[config.mk]
export PLATFORM = sky130hd
export DESIGN_NAME = or_event_collector_flat
export DESIGN_NICKNAME = d
export VERILOG_FILES = /design/src/rtl/or_event_collector_if.sv /design/src/rtl/or_event_collector.sv /design/src/flat_wrapper.sv
export SDC_FILE = /design/constraint.sdc
export NUM_CORES = 1
export LEC_CHECK = 0
export BUFFER_PORTS_ARGS = -buffer_cell sky130_fd_sc_hd__buf_2
export CORE_MARGIN = 1
export CORE_UTILIZATION = 53
export CTS_BUF_LIST = sky130_fd_sc_hd__clkbuf_4 sky130_fd_sc_hd__clkbuf_8 sky130_fd_sc_hd__clkbuf_16
export CTS_CLUSTER_SIZE = 10
export DETAILED_ROUTE_END_ITERATION = 7
export GPL_TIMING_DRIVEN = 1
export PLACE_DENSITY = 0.76
export RECOVER_POWER = 100
export SYNTH_ARGS = -nofsm -noshare
export SYNTH_HDL_FRONTEND = slang
export SYNTH_SLANG_ARGS = --single-unit
[constraint.sdc]
create_clock -name clk -period 2.05 [get_ports clk]
set_input_delay 0.205 -clock clk [delete_from_list [all_inputs] [get_ports clk]]
set_output_delay 0.205 -clock clk [all_outputs]
set_load 0.1 [all_outputs]
[src/rtl/or_event_collector_if.sv]
// Signal bundle between the OR2 request line and the event collector.
// The master side drives the request/acknowledge inputs; the slave side is the collector.
`timescale 1ns/1ps

interface or_event_collector_if #(
    parameter int unsigned CNT_W = 8
) ();

    logic             y_in;
    logic             ack;
    logic             clr_cnt;
    logic             irq;
    logic             busy;
    logic [CNT_W-1:0] evt_cnt;
    logic             ovf;

    modport master (
        output y_in,
        output ack,
        output clr_cnt,
        input  irq,
        input  busy,
        input  evt_cnt,
        input  ovf
    );

    modport slave (
        input  y_in,
        input  ack,
        input  clr_cnt,
        output irq,
        output busy,
        output evt_cnt,
        output ovf
    );

endinterface

[src/rtl/or_event_collector.sv]
// Synchronizes and debounces the OR2 gate output, raises one pending irq per accepted
// event until acknowledged, and keeps a saturating event count with a sticky overflow.
`timescale 1ns/1ps

module or_event_collector #(
    parameter int unsigned CNT_W = 8,
    parameter int unsigned DEB   = 3
) (
    input logic                 clk,
    input logic                 rst,
    or_event_collector_if.slave evt_if
);

    typedef enum logic [1:0] {
        StIdle,
        StFilter,
        StPending,
        StWaitLow
    } state_e;

    localparam logic [3:0]       StabLast = 4'(DEB - 1);
    localparam logic [CNT_W-1:0] CntMax   = '1;

    logic             s1_q, s2_q;
    logic             ys;
    state_e           state_q, state_d;
    logic [3:0]       stab_q, stab_d;
    logic             irq_q, irq_d;
    logic             busy_q, busy_d;
    logic [CNT_W-1:0] cnt_q, cnt_d;
    logic             ovf_q, ovf_d;
    logic             accept;

    // Only the second synchronizer stage is allowed to reach the FSM.
    assign ys = s2_q;

    always_comb begin
        state_d = state_q;
        stab_d  = stab_q;
        irq_d   = irq_q;
        accept  = 1'b0;
        unique case (state_q)
            StIdle: begin
                if (ys) begin
                    if (DEB == 1) begin
                        state_d = StPending;
                        accept  = 1'b1;
                    end else begin
                        state_d = StFilter;
                        stab_d  = 4'd1;
                    end
                end
            end
            StFilter: begin
                if (!ys) begin
                    state_d = StIdle;
                    stab_d  = '0;
                end else if (stab_q == StabLast) begin
                    state_d = StPending;
                    stab_d  = '0;
                    accept  = 1'b1;
                end else begin
                    stab_d = stab_q + 4'd1;
                end
            end
            StPending: begin
                if (evt_if.ack) begin
                    state_d = StWaitLow;
                    irq_d   = 1'b0;
                end
            end
            StWaitLow: begin
                if (!ys) begin
                    state_d = StIdle;
                end
            end
            default: begin
                state_d = StIdle;
                stab_d  = '0;
            end
        endcase
        if (accept) begin
            irq_d = 1'b1;
        end
        busy_d = (state_d != StIdle);
    end

    // Clear is applied before the increment so a coincident accept still counts once.
    always_comb begin
        cnt_d = evt_if.clr_cnt ? '0 : cnt_q;
        ovf_d = evt_if.clr_cnt ? 1'b0 : ovf_q;
        if (accept) begin
            if (cnt_d == CntMax) begin
                ovf_d = 1'b1;
            end else begin
                cnt_d = cnt_d + CNT_W'(1);
            end
        end
    end

    always_ff @(posedge clk) begin
        if (rst) begin
            s1_q    <= 1'b0;
            s2_q    <= 1'b0;
            state_q <= StIdle;
            stab_q  <= '0;
            irq_q   <= 1'b0;
            busy_q  <= 1'b0;
            cnt_q   <= '0;
            ovf_q   <= 1'b0;
        end else begin
            s1_q    <= evt_if.y_in;
            s2_q    <= s1_q;
            state_q <= state_d;
            stab_q  <= stab_d;
            irq_q   <= irq_d;
            busy_q  <= busy_d;
            cnt_q   <= cnt_d;
            ovf_q   <= ovf_d;
        end
    end

    assign evt_if.irq     = irq_q;
    assign evt_if.busy    = busy_q;
    assign evt_if.evt_cnt = cnt_q;
    assign evt_if.ovf     = ovf_q;

endmodule

[src/flat_wrapper.sv]
// flat-port wrapper written by rule: the top's interface ports become plain ports
module or_event_collector_flat 
#(
    parameter int unsigned CNT_W = 8,
    parameter int unsigned DEB   = 3
)
  (clk, rst, evt_if_y_in, evt_if_ack, evt_if_clr_cnt, evt_if_irq, evt_if_busy, evt_if_evt_cnt, evt_if_ovf);
  or_event_collector_if #(.CNT_W(CNT_W)) evt_if_i ();
  input logic clk;
  input logic rst;
  input wire logic [$bits(evt_if_i.y_in)-1:0] evt_if_y_in;
  input wire logic [$bits(evt_if_i.ack)-1:0] evt_if_ack;
  input wire logic [$bits(evt_if_i.clr_cnt)-1:0] evt_if_clr_cnt;
  output wire logic [$bits(evt_if_i.irq)-1:0] evt_if_irq;
  output wire logic [$bits(evt_if_i.busy)-1:0] evt_if_busy;
  output wire logic [$bits(evt_if_i.evt_cnt)-1:0] evt_if_evt_cnt;
  output wire logic [$bits(evt_if_i.ovf)-1:0] evt_if_ovf;
  assign evt_if_i.y_in = evt_if_y_in;
  assign evt_if_i.ack = evt_if_ack;
  assign evt_if_i.clr_cnt = evt_if_clr_cnt;
  assign evt_if_irq = evt_if_i.irq;
  assign evt_if_busy = evt_if_i.busy;
  assign evt_if_evt_cnt = evt_if_i.evt_cnt;
  assign evt_if_ovf = evt_if_i.ovf;
  or_event_collector #(.CNT_W(CNT_W), .DEB(DEB)) u_core (.clk(clk), .rst(rst), .evt_if(evt_if_i));
endmodule
== After elaboration in Yosys (flattened, before gate mapping) ==
Index checks and enable logic that the tools add are counted.

* Register bits: 19
* Input port bits: 5
* Output and inout port bits: 11
* Logic and storage cells: 45

* Add/sub/neg operators: 2
* Equal/unequal tests: 6
* Muxes and demuxes: 22
* Reductions and logical operators: 7

{| class="wikitable"
|+ Operator list
! kind !! count
|-
| 8-bit two-way mux || 3
|-
| 4-bit two-way mux || 3
|-
| 2-bit two-way mux || 5
|-
| 1-bit two-way mux || 9
|-
| 8-bit by 1-bit adder with 8-bit output (second input constant) || 1
|-
| 8-bit == test (second input constant) || 1
|-
| 2-bit one-hot mux with 4 select lines || 1
|-
| 4-bit one-hot mux with 2 select lines || 1
|-
| 2-bit nonzero test || 4
|-
| 4-bit by 1-bit adder with 4-bit output (second input constant) || 1
|-
| 2-bit == test (second input constant) || 2
|-
| 4-bit by 2-bit == test with 1-bit output (second input constant) || 1
|-
| 2-bit AND reduction || 2
|-
| 2-bit by 1-bit == test with 1-bit output (second input constant) || 1
|-
| 2-bit logical NOT || 1
|-
| 2-bit by 1-bit != test with 1-bit output (second input constant) || 1
|}

== Depth between registers and ports, before layout ==
Gate-level depths: netlist of run 1.

* Depth after elaboration: 6
* Mapped depth: 7
* Depth with buffers taken out: 6

== Worst setup path before layout of run 1 ==
No wires, ideal clock.

* Path kind: register to register
* Start: register u_core.cnt_q[0], in the netlist u_core.evt_if.evt_cnt[0]
* End: register u_core.cnt_q[0], in the netlist u_core.evt_if.evt_cnt[0]
* Setup time: 0.132 ns
* Data arrival time: 2.308 ns
* Required time: 1.918 ns
* Path slack: -0.390 ns
* Stages on the path, launching flop included: 7
* Path buffers: 0
* Period minus slack after synthesis: 2.440 ns
* Cell sequence: dfxtp_1 > nor2b_1 > ha_1 > nand2_1 > nor3_1 > or3_2 > a21oi_1

* Word-level cells in the longest chain between the ends: 4
* Elaborated cells between the ends (all ways): 5
* Those cells by class: 1 x add/sub; 1 x eq/ne; 3 x mux

{| class="wikitable"
|+ Ends and longest elaborated chain
! what !! line !! RTL
|-
| start: declaration || or_event_collector.sv:30 || <nowiki>logic [CNT_W-1:0] cnt_q, cnt_d;</nowiki>
|-
| start signal: assignment || or_event_collector.sv:118 || <nowiki>cnt_q <= cnt_d;</nowiki>
|-
| 8-bit two-way mux * || or_event_collector.sv:90 || <nowiki>cnt_d = evt_if.clr_cnt ? '0 : cnt_q;</nowiki>
|-
| 8-bit by 1-bit adder with 8-bit output or 8-bit == test (tied branches) || or_event_collector.sv:96, or_event_collector.sv:93 ||
|-
| 8-bit two-way mux || or_event_collector.sv:93 || <nowiki>if (cnt_d == CntMax) begin</nowiki>
|-
| 8-bit two-way mux * || or_event_collector.sv:92 || <nowiki>if (accept) begin</nowiki>
|}

Mark *: on every way between the ends. The rest lies on a longest branch, timed or not.
A chain may end at the register's enable or synchronous reset.

== Final worst setup path of run 1 ==
* Start: register u_core.stab_q[0]
* End: register u_core.cnt_q[4], in the netlist u_core.evt_if.evt_cnt[4]

* Word-level cells in the longest chain between the ends: 5

{| class="wikitable"
|+ Ends and longest elaborated chain
! what !! line !! RTL
|-
| start: declaration || or_event_collector.sv:27 || <nowiki>logic [3:0] stab_q, stab_d;</nowiki>
|-
| start signal: assignment || or_event_collector.sv:115 || <nowiki>stab_q <= stab_d;</nowiki>
|-
| 4-bit by 2-bit == test with 1-bit output || or_event_collector.sv:58 || <nowiki>end else if (stab_q == StabLast) begin</nowiki>
|-
| 1-bit two-way mux || or_event_collector.sv:58 ||
|-
| 1-bit two-way mux || or_event_collector.sv:55 || <nowiki>if (!ys) begin</nowiki>
|-
| 1-bit two-way mux || or_event_collector.sv:42 || <nowiki>unique case (state_q)</nowiki>
|-
| 8-bit two-way mux || or_event_collector.sv:92 ||
|}

Every way passes these cells.

==> results.py, run 1 <==
metrics = {
    "setup_path": {
        "crit_path_max_fanout": 8,
        "reg2reg_depth": 6,
        "arrival_ns": 2.15,
        "slowest_delay_ns": 0.50,
        "r2r-end": "u_core.evt_if.evt_cnt[4]$_SDFF_PP0_",
        "critical_path.top_delay_family": "simple AND/OR/NAND/NOR gates",
        "crit_slowest_cell": "or4_1",
        "crit_cells": 6,
        "critPathLaunchType": "register",
        "endpoint_kind": "register",
        "rr_startpoint": "u_core.stab_q[0]$_SDFFE_PP0P_",
        "crit_end": "u_core.evt_if.evt_cnt[4]$_SDFF_PP0_",
        "crit_required_ns": 2.28,
        "crit_type": "register to register",
        "r2r_slack_ns": 0.13,
        "startpoint": "u_core.stab_q[0]$_SDFFE_PP0P_",
        "cp_num_buf_inv": 1,
        "path_cells": "inv_1, ha_1, or3b_4, nand2b_4, or4_1, a21boi_1",
    },
    "grt": {
        "grt_usage_pct": 23.39,
        "grt_max_degree": 18,
        "grt_overflow_total": 0,
        "grt_pass1_vias": 750,
        "grt_pass1_wl_um": 3305,
        "antenna_found_initial": 0,
    },
    "yosys": {
        "synth_cell_types": 37,
        "ys_seq_elements": 19,
        "synth_warnings": 0,
        "ys_seq_area_share_pct": 40.26,
        "syn_area_um2": 944.7,
        "syn_inst": 107,
        "synthesis.nets": 115,
        "syn_area_per_cell_um2": 8.829,
    },
    "drt": {
        "avgRoutedWirePerCell_um": 13.75,
        "remaining_drc_errors": 0,
        "antenna_left": 0,
        "routed-via-count": 874,
        "wirelength_um": 1939,
        "first_pass_iters": 6,
        "drtIter0Drc": 28,
        "viasPerCell": 6.199,
    },
    "status": {
        "status": "finished, final reports clean",
    },
    "power_and_ir_drop": {
        "peakVddDrop_v": 0.0005630,
        "pwr-share-comb_pct": 5.1,
        "power_frac_clock_pct": 31.6,
        "sw_frac_of_total_pct": 23.04,
        "powerDensity_mw_per_mm2": 550.7,
        "leakage_nw": 0.3987,
        "seqPwrFrac_pct": 63.3,
        "internal_power_mw": 0.4539,
        "p_switching_mw": 0.1359,
    },
    "floorplanning": {
        "die_w_um": 44.22,
        "core_mm2": 0.001577,
        "rows": 14,
        "fp.dieH_um": 44.22,
        "ios": 16,
        "dieArea_mm2": 0.001955,
        "initial_core_util_pct": 59.92,
    },
    "cts": {
        "cts_buffers": 3,
        "cts_tree": "done",
        "cts_hold_buf": 0,
        "cts.root.buffer_cell": "clkbuf_4",
        "h-tree-depth": 1,
        "insertion_delay_ns": 0.30,
        "cts.sinks": 19,
        "cts.path.max_buffers": 2,
        "clkTransAtPathRegs_ns": 0.11,
    },
    "sta": {
        "fmax_mhz": 521.5,
        "min_period_ns": 1.917,
        "slew-limit-headroom_pct": 22.73,
        "slew_violations": 0,
        "fin_crit_sh_pct": 93.54,
        "fin_tns_setup_ns": 0,
        "setup-violations-final": 0,
        "worstMarginPinSlew_ns": 1.164,
        "timing.final.ws_setup_ns": 0.1325,
        "skew_ns": 0.006237,
        "hold_viol": 0,
        "rsz0062_at_grt": "no",
    },
    "placed_design": {
        "numPortBuffers": 15,
        "pre_cts_slack_ns": 0.08826,
        "dp.cells": 137,
        "place_area_mm2": 0.001047,
        "hpwl_um": 1415,
        "routabilityCongestion": 0.8081,
    },
    "cells_and_area": {
        "utilization_pct": 67.94,
        "drive_gt1_share_pct": 20.80,
        "final_cell_mix": "dfxtp_1, nor2_1, clkbuf_1",
        "layout.cells.non_filler": 141,
        "final_nets": 134,
        "diodes": 0,
        "final_common_cell": "dfxtp_1",
        "area_delta_synth_final_pct": 13.38,
        "fin_area_mm2": 0.001071,
    },
    "flow_run": {
        "max-cap-violations": 0,
    },
    "hold_path": {
        "hp-start": "evt_if_y_in",
        "hold_path_class": "input port to register",
    },
}
[sequential cells by signal, summed over array words and instances, names as in the netlist]
register	cells
u_core.state_q	2
u_core.evt_if.ovf	1
u_core.evt_if.evt_cnt	8
u_core.stab_q	4
u_core.evt_if.busy	1
u_core.s1_q	1
u_core.evt_if.irq	1
u_core.s2_q	1
[routing by layer]
layer | wire [µm] | up-vias | GRT usage, %
met2 | 853 | 34 | 33.24
li1 | - | 432 | -
met4 | 35 | 0 | 10.91
met1 | 914 | 403 | 32.15
met5 | 0 | - | 0
met3 | 135 | 5 | 7.347
[power groups by stage]
| stage | combinational (mW) | sequential (mW) | clock, mW |
|---|---|---|---|
| floorplan | 0.0174 | 0.385 | 0 |
| global placement | 0.0292 | 0.382 | 0 |
| finish | 0.0299 | 0.373 | 0.187 |
| global route | 0.0336 | 0.374 | 0.215 |
| CTS | 0.0304 | 0.373 | 0.195 |
| detailed placement | 0.0304 | 0.382 | 0 |
[synthesized netlist by cell type]
library cell | number | share of area, %
a21oi_1 | 6 | 3.2
o211a_1 | 1 | 1.1
mux2i_1 | 2 | 2.1
a31oi_1 | 2 | 1.3
mux2_2 | 1 | 1.2
nand2b_1 | 3 | 2.0
o31ai_1 | 2 | 1.6
ha_1 | 3 | 4.0
o21ai_0 | 5 | 2.6
nor4_2 | 1 | 1.3
inv_1 | 5 | 2.0
nor3_1 | 1 | 0.53
o311a_2 | 1 | 1.2
or3_2 | 1 | 0.79
nor2b_1 | 5 | 3.3
or3_1 | 2 | 1.3
or4_1 | 2 | 1.6
nand3b_1 | 1 | 0.79
dfxtp_1 | 19 | 40
nand4b_1 | 2 | 1.9
nor2_1 | 10 | 4.0
nand2b_4 | 1 | 1.5
and3b_2 | 1 | 1.1
nand2_1 | 7 | 2.8
nand4_1 | 2 | 1.3
nor4_1 | 2 | 1.3
a211oi_1 | 1 | 0.79
or3b_1 | 1 | 0.93
or4_2 | 1 | 0.93
nand3_1 | 6 | 3.2
a31o_2 | 2 | 1.9
a21boi_1 | 2 | 1.6
buf_6 | 1 | 1.2
a2bb2oi_1 | 1 | 0.93
a311oi_1 | 1 | 0.93
clkbuf_1 | 2 | 0.79
a32oi_1 | 1 | 0.93
[final cells by class]
| type | count | area, µm² |
|---|---|---|
| Inverter | 5 | 18.77 |
| Fill cell | 144 | 505.5 |
| Clock inverter | 1 | 5.005 |
| Multi-Input combinational cell | 80 | 538.0 |
| Tap cell | 16 | 20.02 |
| Sequential cell | 19 | 391.6 |
| Clock buffer | 3 | 22.52 |
| Timing Repair Buffer | 17 | 75.07 |
[per-stage QoR]
stage	hold WS [ns]	total power, mW
4_1_cts	0.1188	0.5991
2_1_floorplan	0.3332	0.4025
5_1_grt	0.1158	0.6224
3_5_place_dp	0.4354	0.4123
6_report	0.1204	0.5898
3_3_place_gp	0.4198	0.4110
[timing repair]
item                       CTS  global route
setup endpoints to repair    0             4
buffers inserted             0             0
gates resized for setup      0             2
[worst min path at each step]
stage | end | cells past startpoint
after floorplan | u_core.s1_q$_SDFF_PP0_ | 1
after global placement | u_core.s1_q$_SDFF_PP0_ | 2
after detailed placement | u_core.s1_q$_SDFF_PP0_ | 2
after CTS | u_core.s1_q$_SDFF_PP0_ | 2
after global routing | u_core.s1_q$_SDFF_PP0_ | 2
final | u_core.s1_q$_SDFF_PP0_ | 2
[cells by family after synthesis]
| kind of cell | share of synthesized area, % |
|---|---|
| and+or+nand+nor | 30.46 |
| muxes | 3.311 |
| adders and majority gates | 3.974 |
| buffers and inverters | 3.974 |
| AOI/OAI and AO/OA | 18.01 |
| DFF | 40.26 |
[worst reg2reg max path: cells and delay by family (launching register included)]
kind,cells,cell delay [ns]
simple gates,3,1.11
flops,1,0.35
compound gates,1,0.15
buf+inv,1,0.09
fa+ha+maj,1,0.14
Note: power is estimated with default switching activity, not from simulation.
==> inputs of run 2 (changes only) <==
Settings changed: SETUP_SLACK_MARGIN set to 0.2.
==> run 2 against run 1 <==
Effect of this change:
- final area is 4.7% higher
- die area stayed put
- combinational power increased by 9.0%
- total power up 2.1%
==> results.py, run 2 (same netlist as run 1, synthesis figures left out) <==
metrics = {
    "cts": {
        "cts.sinks": 19,
        "cts.path.max_buffers": 2,
        "h-tree-depth": 1,
        "insertion_delay_ns": 0.28,
        "cts_buffers": 3,
        "cts_tree": "done",
        "clkTransAtPathRegs_ns": 0.11,
        "cts_hold_buf": 0,
        "cts.root.buffer_cell": "clkbuf_4",
    },
    "power_and_ir_drop": {
        "powerDensity_mw_per_mm2": 537.3,
        "peakVddDrop_v": 0.0003740,
        "p_total_mw": 0.6024,
        "leakage_nw": 0.3911,
    },
    "setup_path": {
        "critPathLaunchType": "register",
        "reg2reg_depth": 6,
        "r2r_slack_ns": 0.16,
        "crit_path_max_fanout": 6,
        "crit_required_ns": 2.27,
        "endpoint_kind": "register",
        "rr_startpoint": "u_core.stab_q[0]$_SDFFE_PP0P_",
        "arrival_ns": 2.11,
        "r2r-end": "u_core.evt_if.evt_cnt[6]$_SDFF_PP0_",
        "crit_type": "register to register",
    },
    "floorplanning": {
        "ios": 16,
        "fp.dieH_um": 44.22,
        "initial_core_util_pct": 59.92,
        "core_mm2": 0.001577,
        "die_w_um": 44.22,
        "rows": 14,
        "dieArea_mm2": 0.001955,
    },
    "sta": {
        "hold_viol": 0,
        "fin_crit_sh_pct": 92.32,
        "setup-violations-final": 0,
        "slew-limit-headroom_pct": 22.26,
        "min_period_ns": 1.893,
        "slew_violations": 0,
        "worstMarginPinSlew_ns": 1.171,
        "fmax_mhz": 528.4,
        "fin_tns_setup_ns": 0,
        "rsz0062_at_grt": "yes",
        "hold_slack_ns": 0.1547,
        "skew_ns": 0.004908,
    },
    "drt": {
        "avgRoutedWirePerCell_um": 13.19,
        "wirelength_um": 1873,
        "viasPerCell": 6.056,
        "first_pass_iters": 6,
        "routed-via-count": 860,
        "remaining_drc_errors": 0,
        "drtIter0Drc": 25,
        "antenna_left": 0,
    },
    "grt": {
        "grt_usage_pct": 21.68,
        "antenna_found_initial": 0,
        "grt_overflow_total": 0,
        "grt_pass1_vias": 764,
        "grt_pass1_wl_um": 3243,
        "grt_max_degree": 18,
    },
    "placed_design": {
        "hpwl_um": 1373,
        "place_area_mm2": 0.001076,
        "dp.cells": 136,
        "routabilityCongestion": 0.8975,
        "numPortBuffers": 15,
    },
    "cells_and_area": {
        "largest_reg_flops": 8,
        "area_delta_synth_final_pct": 18.68,
        "final_cell_mix": "clkbuf_1, nor2_1, dfxtp_1",
        "num-fill-cells": 128,
        "drive_gt1_share_pct": 27.78,
        "final_common_cell": "clkbuf_1",
        "final_nets": 135,
        "diodes": 0,
        "fin_area_mm2": 0.001121,
        "layout.cells.non_filler": 142,
    },
    "hold_path": {
        "min_path_cells": 2,
        "hold_path_class": "input port to register",
        "whs_endpoint": "u_core.s1_q$_SDFF_PP0_",
        "hp-start": "evt_if_y_in",
    },
    "flow_run": {
        "max-cap-violations": 0,
    },
    "status": {
        "status": "finished, final reports clean",
    },
}
==> run 2: cell count changes in the layout (fill, tap and decap cells not counted), sizes merged <==
cell    delta
clkbuf     +2
clkinv     -1
==> run 2: how the worst max path moves through the flow <==
stage                                              from                             endpoint  slack [ns]  cells after the start
final                     u_core.stab_q[0]$_SDFFE_PP0P_  u_core.evt_if.evt_cnt[6]$_SDFF_PP0_        0.16                      6
after global routing      u_core.stab_q[0]$_SDFFE_PP0P_  u_core.evt_if.evt_cnt[5]$_SDFF_PP0_        0.09                      6
after CTS                 u_core.stab_q[0]$_SDFFE_PP0P_  u_core.evt_if.evt_cnt[4]$_SDFF_PP0_        0.21                      6
after detailed placement  u_core.stab_q[0]$_SDFFE_PP0P_  u_core.evt_if.evt_cnt[3]$_SDFF_PP0_        0.15                      6
after global placement    u_core.stab_q[1]$_SDFFE_PP0P_  u_core.evt_if.evt_cnt[4]$_SDFF_PP0_        0.18                      5
after floorplan           u_core.stab_q[0]$_SDFFE_PP0P_  u_core.evt_if.evt_cnt[4]$_SDFF_PP0_        0.22                      7
==> run 2: metal layers <==
layer | up-vias | wire length [µm] | track usage [%] | share of wire, %
met5 | - | 0 | 0 | 0
met4 | 0 | 9 | 7.273 | 0.48
met3 | 2 | 89 | 4.082 | 4.8
met2 | 27 | 818 | 33.24 | 44
met1 | 395 | 956 | 30.56 | 51
li1 | 436 | - | - | -
==> run 2: metrics by stage <==
step / utilization, % / setup WS, ns
after floorplan: - / 0.2170
after global placement: 68.25 / 0.1848
after detailed placement: 68.25 / 0.1503
after CTS: 70.48 / 0.2058
after global routing: 71.11 / 0.09207
final: 71.11 / 0.1575
==> run 2: cell type report <==
cell class / count / area, µm² / share of cell area (%)
tap: 16 / 20.02 / 1.786
timing repair buffer: 18 / 78.83 / 7.031
sequential: 19 / 397.9 / 35.49
clock buffer: 4 / 30.03 / 2.679
inverter: 5 / 18.77 / 1.674
multi-input combinational: 80 / 575.6 / 51.34
==> run 2: what timing repair did <==
action / 4_1_cts / 5_1_grt
buffers inserted: 0 / 2
pin swaps: 0 / 5
gates resized for setup: 3 / 4
endpoints found under the setup margin: 6 / 7
==> run 2: power breakdown <==
group          total, mW  switching [mW]  internal [mW]
clock network      0.196           0.108         0.0886
logic             0.0326          0.0201         0.0124
registers          0.374         0.00334          0.370
total              0.602           0.131          0.471
==> run 2: critical path, stage by stage, from the launching register on <==
cell and delay (ns):
dfxtp_2 0.34, inv_2 0.06, ha_1 0.12, or3b_1 0.47, nor4_1 0.39, mux2_2 0.37
nor2_1 0.08
